$ cat src/rtl/fifo_pkg.sv
// ---------------------------------------------------------------------------
// fifo_pkg : shared helpers and types for the extended FIFO controller
// Rev 1.0
// ---------------------------------------------------------------------------
`default_nettype none

package fifo_pkg;

    typedef enum logic {
        FIFO_STD  = 1'b0,
        FIFO_FWFT = 1'b1
    } fifo_mode_e;

    // Never returns 0 so a depth of 1 still gets a usable address bit.
    function automatic int clog2_safe(input int value);
        int result;
        result = 0;
        while ((1 << result) < value) begin
            result = result + 1;
        end
        if (result < 1) begin
            result = 1;
        end
        return result;
    endfunction

endpackage

`default_nettype wire

$ cat src/rtl/fifo_mem.sv
// ---------------------------------------------------------------------------
// fifo_mem : register-array storage, synchronous write, asynchronous read
// Rev 1.0
// ---------------------------------------------------------------------------
`default_nettype none

module fifo_mem #(
    parameter int SIZE_DATA  = 8,
    parameter int SIZE_DEPTH = 16,
    parameter int SIZE_ADDR  = 4
) (
    input  logic                 i_clk,
    input  logic                 i_wr_en,
    input  logic [SIZE_ADDR-1:0] i_wr_addr,
    input  logic [SIZE_DATA-1:0] i_wr_data,
    input  logic [SIZE_ADDR-1:0] i_rd_addr,
    output logic [SIZE_DATA-1:0] o_rd_data
);

    logic [SIZE_DATA-1:0] mem_q [SIZE_DEPTH];

    always_ff @(posedge i_clk) begin
        if (i_wr_en) begin
            mem_q[i_wr_addr] <= i_wr_data;
        end
    end

    assign o_rd_data = mem_q[i_rd_addr];

endmodule

`default_nettype wire

$ cat src/rtl/fifo_ctrl_ext.sv
// ---------------------------------------------------------------------------
// fifo_ctrl_ext : synchronous FIFO with FWFT option, thresholds, count,
//                 sticky error flags and synchronous flush
// Rev 1.0
// ---------------------------------------------------------------------------
`default_nettype none

module fifo_ctrl_ext
    import fifo_pkg::*;
#(
    parameter int SIZE_DATA  = 8,
    parameter int SIZE_DEPTH = 16,
    parameter int AF_TH      = 12,
    parameter int AE_TH      = 2,
    parameter int FWFT       = 0
) (
    input  logic                             i_clk,
    input  logic                             i_rst,
    input  logic                             i_flush,
    input  logic                             i_wr_en,
    input  logic                             i_rd_en,
    input  logic [SIZE_DATA-1:0]             i_data,
    output logic [SIZE_DATA-1:0]             o_data,
    output logic                             o_valid,
    output logic                             o_fifo_full,
    output logic                             o_fifo_empty,
    output logic                             o_almost_full,
    output logic                             o_almost_empty,
    output logic [clog2_safe(SIZE_DEPTH):0]  o_count,
    output logic                             o_overflow,
    output logic                             o_underflow
);

    localparam int SIZE_ADDR = clog2_safe(SIZE_DEPTH);

    typedef logic [SIZE_ADDR:0] ptr_t;

    localparam ptr_t AF_LVL = ptr_t'(AF_TH);
    localparam ptr_t AE_LVL = ptr_t'(AE_TH);

    ptr_t ptr_wr_q, ptr_wr_d;
    ptr_t ptr_rd_q, ptr_rd_d;
    logic overflow_q, overflow_d;
    logic underflow_q, underflow_d;

    logic                 w_empty;
    logic                 w_full;
    logic                 w_rd_acc;
    logic                 w_wr_acc;
    ptr_t                 w_count;
    logic [SIZE_DATA-1:0] w_rd_data;

    // Pointer difference is the occupancy; the wrap bit makes DEPTH representable.
    assign w_count  = ptr_wr_q - ptr_rd_q;
    assign w_empty  = (ptr_wr_q == ptr_rd_q);
    assign w_full   = (ptr_wr_q[SIZE_ADDR-1:0] == ptr_rd_q[SIZE_ADDR-1:0]) &&
                      (ptr_wr_q[SIZE_ADDR] != ptr_rd_q[SIZE_ADDR]);
    assign w_rd_acc = i_rd_en & ~w_empty;
    assign w_wr_acc = i_wr_en & (~w_full | w_rd_acc);

    always_comb begin
        ptr_wr_d    = ptr_wr_q + ptr_t'(w_wr_acc);
        ptr_rd_d    = ptr_rd_q + ptr_t'(w_rd_acc);
        overflow_d  = overflow_q  | (i_wr_en & ~w_wr_acc);
        underflow_d = underflow_q | (i_rd_en & ~w_rd_acc);
        if (i_flush) begin
            ptr_wr_d    = '0;
            ptr_rd_d    = '0;
            overflow_d  = 1'b0;
            underflow_d = 1'b0;
        end
    end

    always_ff @(posedge i_clk or posedge i_rst) begin
        if (i_rst) begin
            ptr_wr_q    <= '0;
            ptr_rd_q    <= '0;
            overflow_q  <= 1'b0;
            underflow_q <= 1'b0;
        end else begin
            ptr_wr_q    <= ptr_wr_d;
            ptr_rd_q    <= ptr_rd_d;
            overflow_q  <= overflow_d;
            underflow_q <= underflow_d;
        end
    end

    fifo_mem #(
        .SIZE_DATA  (SIZE_DATA),
        .SIZE_DEPTH (SIZE_DEPTH),
        .SIZE_ADDR  (SIZE_ADDR)
    ) u_mem (
        .i_clk     (i_clk),
        .i_wr_en   (w_wr_acc & ~i_flush),
        .i_wr_addr (ptr_wr_q[SIZE_ADDR-1:0]),
        .i_wr_data (i_data),
        .i_rd_addr (ptr_rd_q[SIZE_ADDR-1:0]),
        .o_rd_data (w_rd_data)
    );

    generate
        if (FWFT == int'(FIFO_FWFT)) begin : g_fwft
            assign o_data  = w_rd_data;
            assign o_valid = ~w_empty;
        end else begin : g_std
            logic [SIZE_DATA-1:0] data_q;
            logic                 valid_q;

            always_ff @(posedge i_clk or posedge i_rst) begin
                if (i_rst) begin
                    data_q  <= '0;
                    valid_q <= 1'b0;
                end else if (i_flush) begin
                    valid_q <= 1'b0;
                end else begin
                    valid_q <= w_rd_acc;
                    if (w_rd_acc) begin
                        data_q <= w_rd_data;
                    end
                end
            end

            assign o_data  = data_q;
            assign o_valid = valid_q;
        end
    endgenerate

    assign o_count        = w_count;
    assign o_fifo_empty   = w_empty;
    assign o_fifo_full    = w_full;
    assign o_almost_full  = (w_count >= AF_LVL);
    assign o_almost_empty = (w_count <= AE_LVL);
    assign o_overflow     = overflow_q;
    assign o_underflow    = underflow_q;

endmodule

`default_nettype wire
$ cat config.mk
export PLATFORM = sky130hd
export DESIGN_NAME = fifo_ctrl_ext
export DESIGN_NICKNAME = d
export VERILOG_FILES = /design/src/rtl/fifo_pkg.sv /design/src/rtl/fifo_mem.sv /design/src/rtl/fifo_ctrl_ext.sv
export SDC_FILE = /design/constraint.sdc
export NUM_CORES = 1
export LEC_CHECK = 0
export ABC_CLOCK_PERIOD_IN_PS = 5010
export CAP_MARGIN = 10
export CORE_MARGIN = 2
export CORE_UTILIZATION = 64
export CTS_CLUSTER_DIAMETER = 150
export DETAILED_ROUTE_END_ITERATION = 12
export PLACE_DENSITY_LB_ADDON = 0.3
export SLEW_MARGIN = 20
export SYNTH_ARGS = -nofsm -noshare
export SYNTH_HDL_FRONTEND = slang
export SYNTH_SLANG_ARGS = --single-unit
$ cat constraint.sdc
create_clock -name i_clk -period 5.01 [get_ports i_clk]
set_input_delay 0.7515 -clock i_clk [delete_from_list [all_inputs] [get_ports i_clk]]
set_output_delay 0.7515 -clock i_clk [all_outputs]
set_load 0.005 [all_outputs]
==> impl_results.md, run 1 <==
* Run status: finished, final reports clean
* Die area at 10400 sq um
* Post-synthesis sequential area ratio at 70.9%
* Final worst slack at 1.29 ns
* Final wirelength at 12500 microns
* Die W at 102 microns
* FF+latch count, synth at 149
* Hold depth at 2
* Final setup viols at 0
* DIE HEIGHT at 102 microns
* GRT Total Usage at 26.7%
* Clock Pin Slew Worst Setup and Hold Paths at 0.06 ns
* DRC Markers at 0
* Synth Instances at 327
* CTS tree: done
* Number of global-route vias before repair at 3232
* PortBufs at 32
* H-tree lvl count at 4
* First drt pass iteration count at 5
* First-pass GRT wire length at 18900 microns
* CTS Buf Count at 17
* Worst Path Max Fanout at 16
* Vias per std cell at 6.22
* Post-CTS Setup Repair Bufs at 0
* Post-Syn Area at 6160 sq um
* Pwr/cell area at 437 nW/um^2
* Type of the worst min-delay path: reg -> reg
* Worst-margin pin slew at 0.953 ns
* Unique cell type count in the Yosys netlist at 36
* Most frequent cells after synthesis: edfxtp_1 (128), mux4_2 (32), dfrtp_1 (21)
* Critical setup path kind: reg -> out
* Post-Synth Simple-Gate Area at 6.03%
* Leading area contributor after synthesis: edfxtp_1
* Peak Freq at 269 MHz
* Slew HR at 35.9%
* Area grow syn2layout at 16.2%
* # diodes at 0
* Worst Hold Launch: o_data[3]
* Layout cell share with drive strength beyond 1 at 24.1%
* Initial antenna violation count at 0
* R2R Setup Slk at 1.63 ns
* Count leader, synth: edfxtp_1
* Max VDD drop at 0.000287 V
* Pin count of the biggest net entering global routing at 35
* Num rows at 35
* CTS sink cnt at 149
* Adder-Cell Fraction of Synth Area at 1.95%
* Period utilization at 74.2%
* Share of flip-flops with an asynchronous set or reset at 14.1%
* Cell family with most CP delay: flip-flops
* RSZ-0062 raised after global routing: no
* Clk buf depth at 2
* Top cells by area, synth: edfxtp_1 (62%), mux4_2 (12%), dfrtp_1 (8.5%)
* CP required at 4.26 ns
* Mapped Nets at 349
* Top FF cell, synth: edfxtp_1
* Clk_lat worst skew at 0.51 ns
* R2R cell count at 5
* Worst r2r dst: u_mem.mem_q[1][0]
* Mux cell area share after synthesis at 14.3%
* XOR/XNOR Fraction of Synth Area at 1.42%
* GR Overflow Total at 0
* Final nets at 383
* GPL Wtd Cong at 0.860
* Slowest-stage cell, CP: dfrtp_1
* Fin crit period at 3.72 ns
* Final Hold Viols at 0
* Hold endpoint: o_data[3]
* Setup TNS at 0 ns
* Starting Density at 66.3%
* Core area at 9280 sq um
* Worst slack, placed at 1.60 ns
* Post-DP HPWL at 7590 microns
* Worst EP arrival at 2.96 ns
* Iter 0 DRT Violations at 302
* Detailed-route via count at 3130
* Ports at 33
* Final Max Tran Viols at 0
* WL per Instance at 24.9 microns
* Synth top area share at 62.4%
* Worst Setup Start Kind: flip-flop
* Hold Buf Count CTS at 0
* CP Cell Sequence: ha_1, a21o_1, a21oi_1, xnor2_1, o2111a_1, clkdlybuf4s50_1
* Post-Syn Area per Cell at 18.8 sq um
* # resized after CTS at 0
* Hold_ws at 0.498 ns
* LEAKAGE at 2.35 nW
* Bufs and invs on worst path at 1
* Yosys warns at 0
* Fillers at 504
* Max_cap viols at 0
* Max stage delay on crit path at 0.79 ns
* Largest family of logic cells by synthesized area: multiplexers
* CP Capture Type: primary output
* R2r startpoint: ptr_wr_q[2]
* Root Buffer: clkbuf_8
* Number of synthesized flops with an enable pin at 128
* Final ANT Viol Nets at 0
* Final Skew at 0.00939 ns
* Synth Area in Compound Gates at 2.90%
==> sequential cells by signal, summed over array words and instances (netlist names) <==
| register | count |
|---|---|
| ptr_wr_q | 5 |
| o_underflow | 1 |
| o_data | 8 |
| ptr_rd_q | 5 |
| o_valid | 1 |
| o_overflow | 1 |
| u_mem.mem_q | 128 |
==> how the worst max path moves through the flow <==
stage	start	endpoint	slack, ns	cells after the start
2_1_floorplan	ptr_rd_q[3]	u_mem.mem_q[1][0]	2.08	9
3_3_place_gp	i_flush	u_mem.mem_q[1][1]	1.67	3
3_5_place_dp	i_flush	u_mem.mem_q[1][1]	1.60	3
4_1_cts	ptr_wr_q[2]	o_almost_empty	1.26	6
5_1_grt	ptr_wr_q[2]	o_almost_empty	1.12	6
6_report	ptr_wr_q[2]	o_almost_empty	1.29	6
==> cells in the final DEF (no fill, tap or decap), types with 4 or more instances in the layout <==
cell and count:
clkbuf_16 16, clkdlybuf4s50_1 32, clkinvlp_4 5, dfrtp_1 20, edfxtp_1 128, ha_1 8, inv_1 8, inv_6 4
mux2i_1 16, mux4_2 32, nand2_1 12, nand3_1 5, nor2_1 18, nor2b_1 8, nor3_2 8, o221ai_2 8
xnor2_1 6, xor2_1 4
==> metal layers <==
metal,vias to the layer above,GRT usage [%],part of all wire [%]
li1,1354,-,-
met4,0,10.8,3.0
met5,-,0,0
met1,1584,35.2,36
met2,172,43.8,52
met3,20,6.43,8.8
==> cell type report <==
class	count	area [sq um]	area share [%]
flip-flops and latches	149	4370	61.1
multi-input cells	147	1640	22.9
clock buffers	19	432	6.03
repair buffers	35	343	4.79
clock inverters	13	171	2.39
well taps	129	161	2.25
inverters	11	41.3	0.577
==> per-stage QoR <==
step,utilization [%],cells,total power [mW],cell area [sq um]
floorplan,-,327,1.67,6160
global placement,70.6,471,1.86,6560
detailed placement,70.6,471,1.87,6560
CTS,77.1,503,3.14,7160
global route,77.1,503,3.23,7160
finish,77.1,503,3.13,7160
==> report_power, final <==
| part | internal (mW) | switching [mW] | total, mW |
|---|---|---|---|
| clock | 0.779 | 0.500 | 1.28 |
| combinational | 0.227 | 0.196 | 0.423 |
| sequential | 1.39 | 0.0353 | 1.43 |
| total | 2.40 | 0.731 | 3.13 |
==> kinds of logic after synthesis <==
| family | count (synthesis) |
|---|---|
| AND/OR/NAND/NOR | 63 |
| adder cells (fa/ha/maj) | 9 |
| multiplexers | 48 |
| AO/OA/AOI/OAI | 17 |
| flip-flops | 149 |
| buffers and inverters | 31 |
| XOR/XNOR | 10 |
==> worst min-delay path, stage by stage, from the launching register on <==
cell      delay [ns]
dfrtp_1         0.35
nand2_1         0.07
o221ai_2        0.05
No activity file was read; power rests on OpenSTA's default activity.
==> run 2, diff against run 1 <==
- ABC_CLOCK_PERIOD_IN_PS: 5010 -> 3100
- CORE_UTILIZATION: 64 -> 54
- clock period: 5.01 -> 3.1 ns (I/O delays scaled with it)
==> run 2 against run 1 <==
Design area grew 2.5%. Combinational power grew 69%. Wire length shrank 0.24%.
==> impl_results.md, run 2 (synthesis results as in run 1) <==
* Worst Hold Launch: o_overflow
* Post-DP HPWL at 7740 microns (+2.0%)
* Final Hold Viols at 0 (unchanged)
* Worst EP arrival at 2.48 ns (-0.48 ns)
* R2R cell count at 6 (+1)
* DRC Markers at 0 (unchanged)
* CTS sink cnt at 149 (unchanged)
* Period utilization at 95.0%
* Clock Pin Slew Worst Setup and Hold Paths at 0.06 ns (about the same)
* Hold_ws at 0.500 ns (+0.00215 ns)
* R2r startpoint: ptr_wr_q[3]
* Final worst slack at 0.155 ns (-1.14 ns)
* Sw frac at 24.6% (+1.3 points)
* Final wirelength at 12500 microns (-0.24%)
* Critical setup path kind: reg -> out
* Fillers at 768 (+52%)
* Fin crit period at 2.95 ns
* Num rows at 39 (+11%)
* Peak Freq at 340 MHz
* Final Skew at 0.00735 ns (-0.00204 ns)
* Layout cell share with drive strength beyond 1 at 30.2% (+6.2 points)
* First-pass GRT wire length at 18900 microns (about the same)
* LEAKAGE at 2.49 nW (+6.0%)
* Cell family with most CP delay: simple AND/OR/NAND/NOR gates
* Max FFs per register at 128 (unchanged)
* Detailed-route via count at 3146 (+0.51%)
* Clock power frac at 39.4% (-1.4 points)
* Die area at 12300 sq um (+18%)
* Core area at 11300 sq um (+21%)
* Slew HR at 39.6% (+3.6 points)
* Pwr/cell area at 679 nW/um^2 (+55%)
* Bufs and invs on worst path at 1 (unchanged)
* Starting Density at 54.6% (-12 points)
* Max VDD drop at 0.000484 V (+69%)
* Setup TNS at 0 ns (unchanged)
* CTS tree: done
* Pin count of the biggest net entering global routing at 35 (unchanged)
* Type of the worst min-delay path: reg -> reg
* Layout Cells excl Fill at 540 (+7.4%)
* Vias per std cell at 5.83 (-6.4%)
* H-tree lvl count at 4 (unchanged)
* Slowest-stage cell, CP: dfrtp_2
* Most frequent cells in the layout: edfxtp_1 (128), mux4_2 (32), clkdlybuf4s50_1 (29), buf_4 (26), dfrtp_1 (19)
* WL per Instance at 23.2 microns (-7.1%)
* Hold depth at 2 (unchanged)
* Final nets at 406 (+6.0%)
* Most flops, register: u_mem.mem_q
* Max stage delay on crit path at 0.51 ns (-0.28 ns)
* DIE HEIGHT at 111 microns (+8.5%)
* Gate power share at 14.3% (+0.8 points)
* First drt pass iteration count at 4 (-1)
* GR Overflow Total at 0 (unchanged)
* Final ANT Viol Nets at 0 (unchanged)
* CP Capture Type: primary output
* Hold endpoint: o_overflow
* CP required at 2.63 ns (-1.63 ns)
* Initial antenna violation count at 0 (unchanged)
* Worst slack, placed at 0.310 ns (-1.29 ns)
* Worst r2r dst: u_mem.mem_q[3][3]
* Int Pwr at 3.75 mW (+56%)
* Clk_lat worst skew at 0.42 ns (-0.09 ns)
* Final setup viols at 0 (unchanged)
* R2R Setup Slk at 0.33 ns (-1.30 ns)
* CP Cell Sequence: ha_1, nor2b_1, o21ai_1, nor3b_1, nor2_1, clkdlybuf4s50_1
* GPL Wtd Cong at 0.796 (-7.5%)
* Clk buf depth at 2 (unchanged)
* # diodes at 0 (unchanged)
* Worst Setup Start Kind: flip-flop
* RSZ-0062 raised after global routing: no
* Worst Path Max Fanout at 13 (-3)
* Final Max Tran Viols at 0 (unchanged)
* Run status: finished, final reports clean
* GRT Total Usage at 21.5% (-5.2 points)
* Most common cell after layout, fill and taps aside: edfxtp_1
* Switching power of the nets at 1.23 mW (+68%)
* Worst-margin pin slew at 0.905 ns (-0.0475 ns)
* Ports at 33 (unchanged)
* Max_cap viols at 0 (unchanged)
* Flop pwr share at 46.2% (+0.6 points)
* PortBufs at 32 (unchanged)
* Area grow syn2layout at 19.1%
* Iter 0 DRT Violations at 277 (-8.3%)
* Inst Count DP at 505 (+7.2%)
* Root Buffer: clkbuf_16
* Number of global-route vias before repair at 3277 (+1.4%)
* Die W at 111 microns (+8.5%)
* CTS Buf Count at 17 (unchanged)
[run 2: tightest hold or removal path: stages, from the launching register on]
cell	delay, ns
dfrtp_1	0.34
a21oi_1	0.04
nor2_1	0.07
[run 2: worst max-delay path by stage]
stage / start / to / depth (start not counted)
2_1_floorplan: ptr_rd_q[3] / u_mem.mem_q[1][0] / 9
3_3_place_gp: ptr_wr_q[0] / o_almost_empty / 9
3_5_place_dp: ptr_wr_q[0] / o_almost_empty / 9
4_1_cts: ptr_wr_q[0] / o_almost_full / 10
5_1_grt: ptr_wr_q[1] / o_count[3] / 6
6_report: ptr_wr_q[1] / o_count[3] / 6
[run 2: routing by layer]
layer	GRT usage, %	wire (microns)	vias up
li1	-	-	1395
met1	27.1	5140	1638
met2	36.8	6510	92
met3	5.36	621	21
met4	7.33	231	0
met5	0	0	-
[run 2: area by class of cell]
cell class                      instances  area (sq um)  area share [%]
Inverter                               11          41.3           0.563
Clock inverter                         15           144            1.96
Clock buffer                           17           425            5.80
Sequential cell                       149          4370            59.6
Timing Repair Buffer                   58           519            7.08
Multi-Input combinational cell        147          1660            22.6
Tap cell                              143           179            2.44
[run 2: timing repair]
item | 4_1_cts | 5_1_grt
hold buffers | 0 | 0
setup buffers | 2 | 1
pin swaps | 2 | 4
resized for setup | 4 | 5
endpoints found under the setup margin | 1 | 2
gates cloned | 0 | 0
[run 2: power by group through the flow]
| stage | logic, mW | clock network, mW | registers (mW) |
|---|---|---|---|
| finish | 0.714 | 1.96 | 2.30 |
| CTS | 0.715 | 1.99 | 2.30 |
| floorplan | 0.376 | 0 | 2.33 |
| global placement | 0.674 | 0 | 2.34 |
| detailed placement | 0.698 | 0 | 2.34 |
| global route | 0.767 | 2.07 | 2.31 |
[run 2: per-stage QoR]
stage               instance area, sq um  utilization (%)  total power [mW]
floorplan                           6160                -              2.71
global placement                    6720             59.6              3.01
detailed placement                  6720             59.6              3.04
CTS                                 7310             64.9              5.01
global route                        7340             65.1              5.14
finish                              7340             65.1              4.98
==> run 3, diff against run 2 <==
- CTS_CLUSTER_DIAMETER: 150 -> 30
==> results of run 3 <==
Final layout, timing and power as in run 2 (identical DEF).
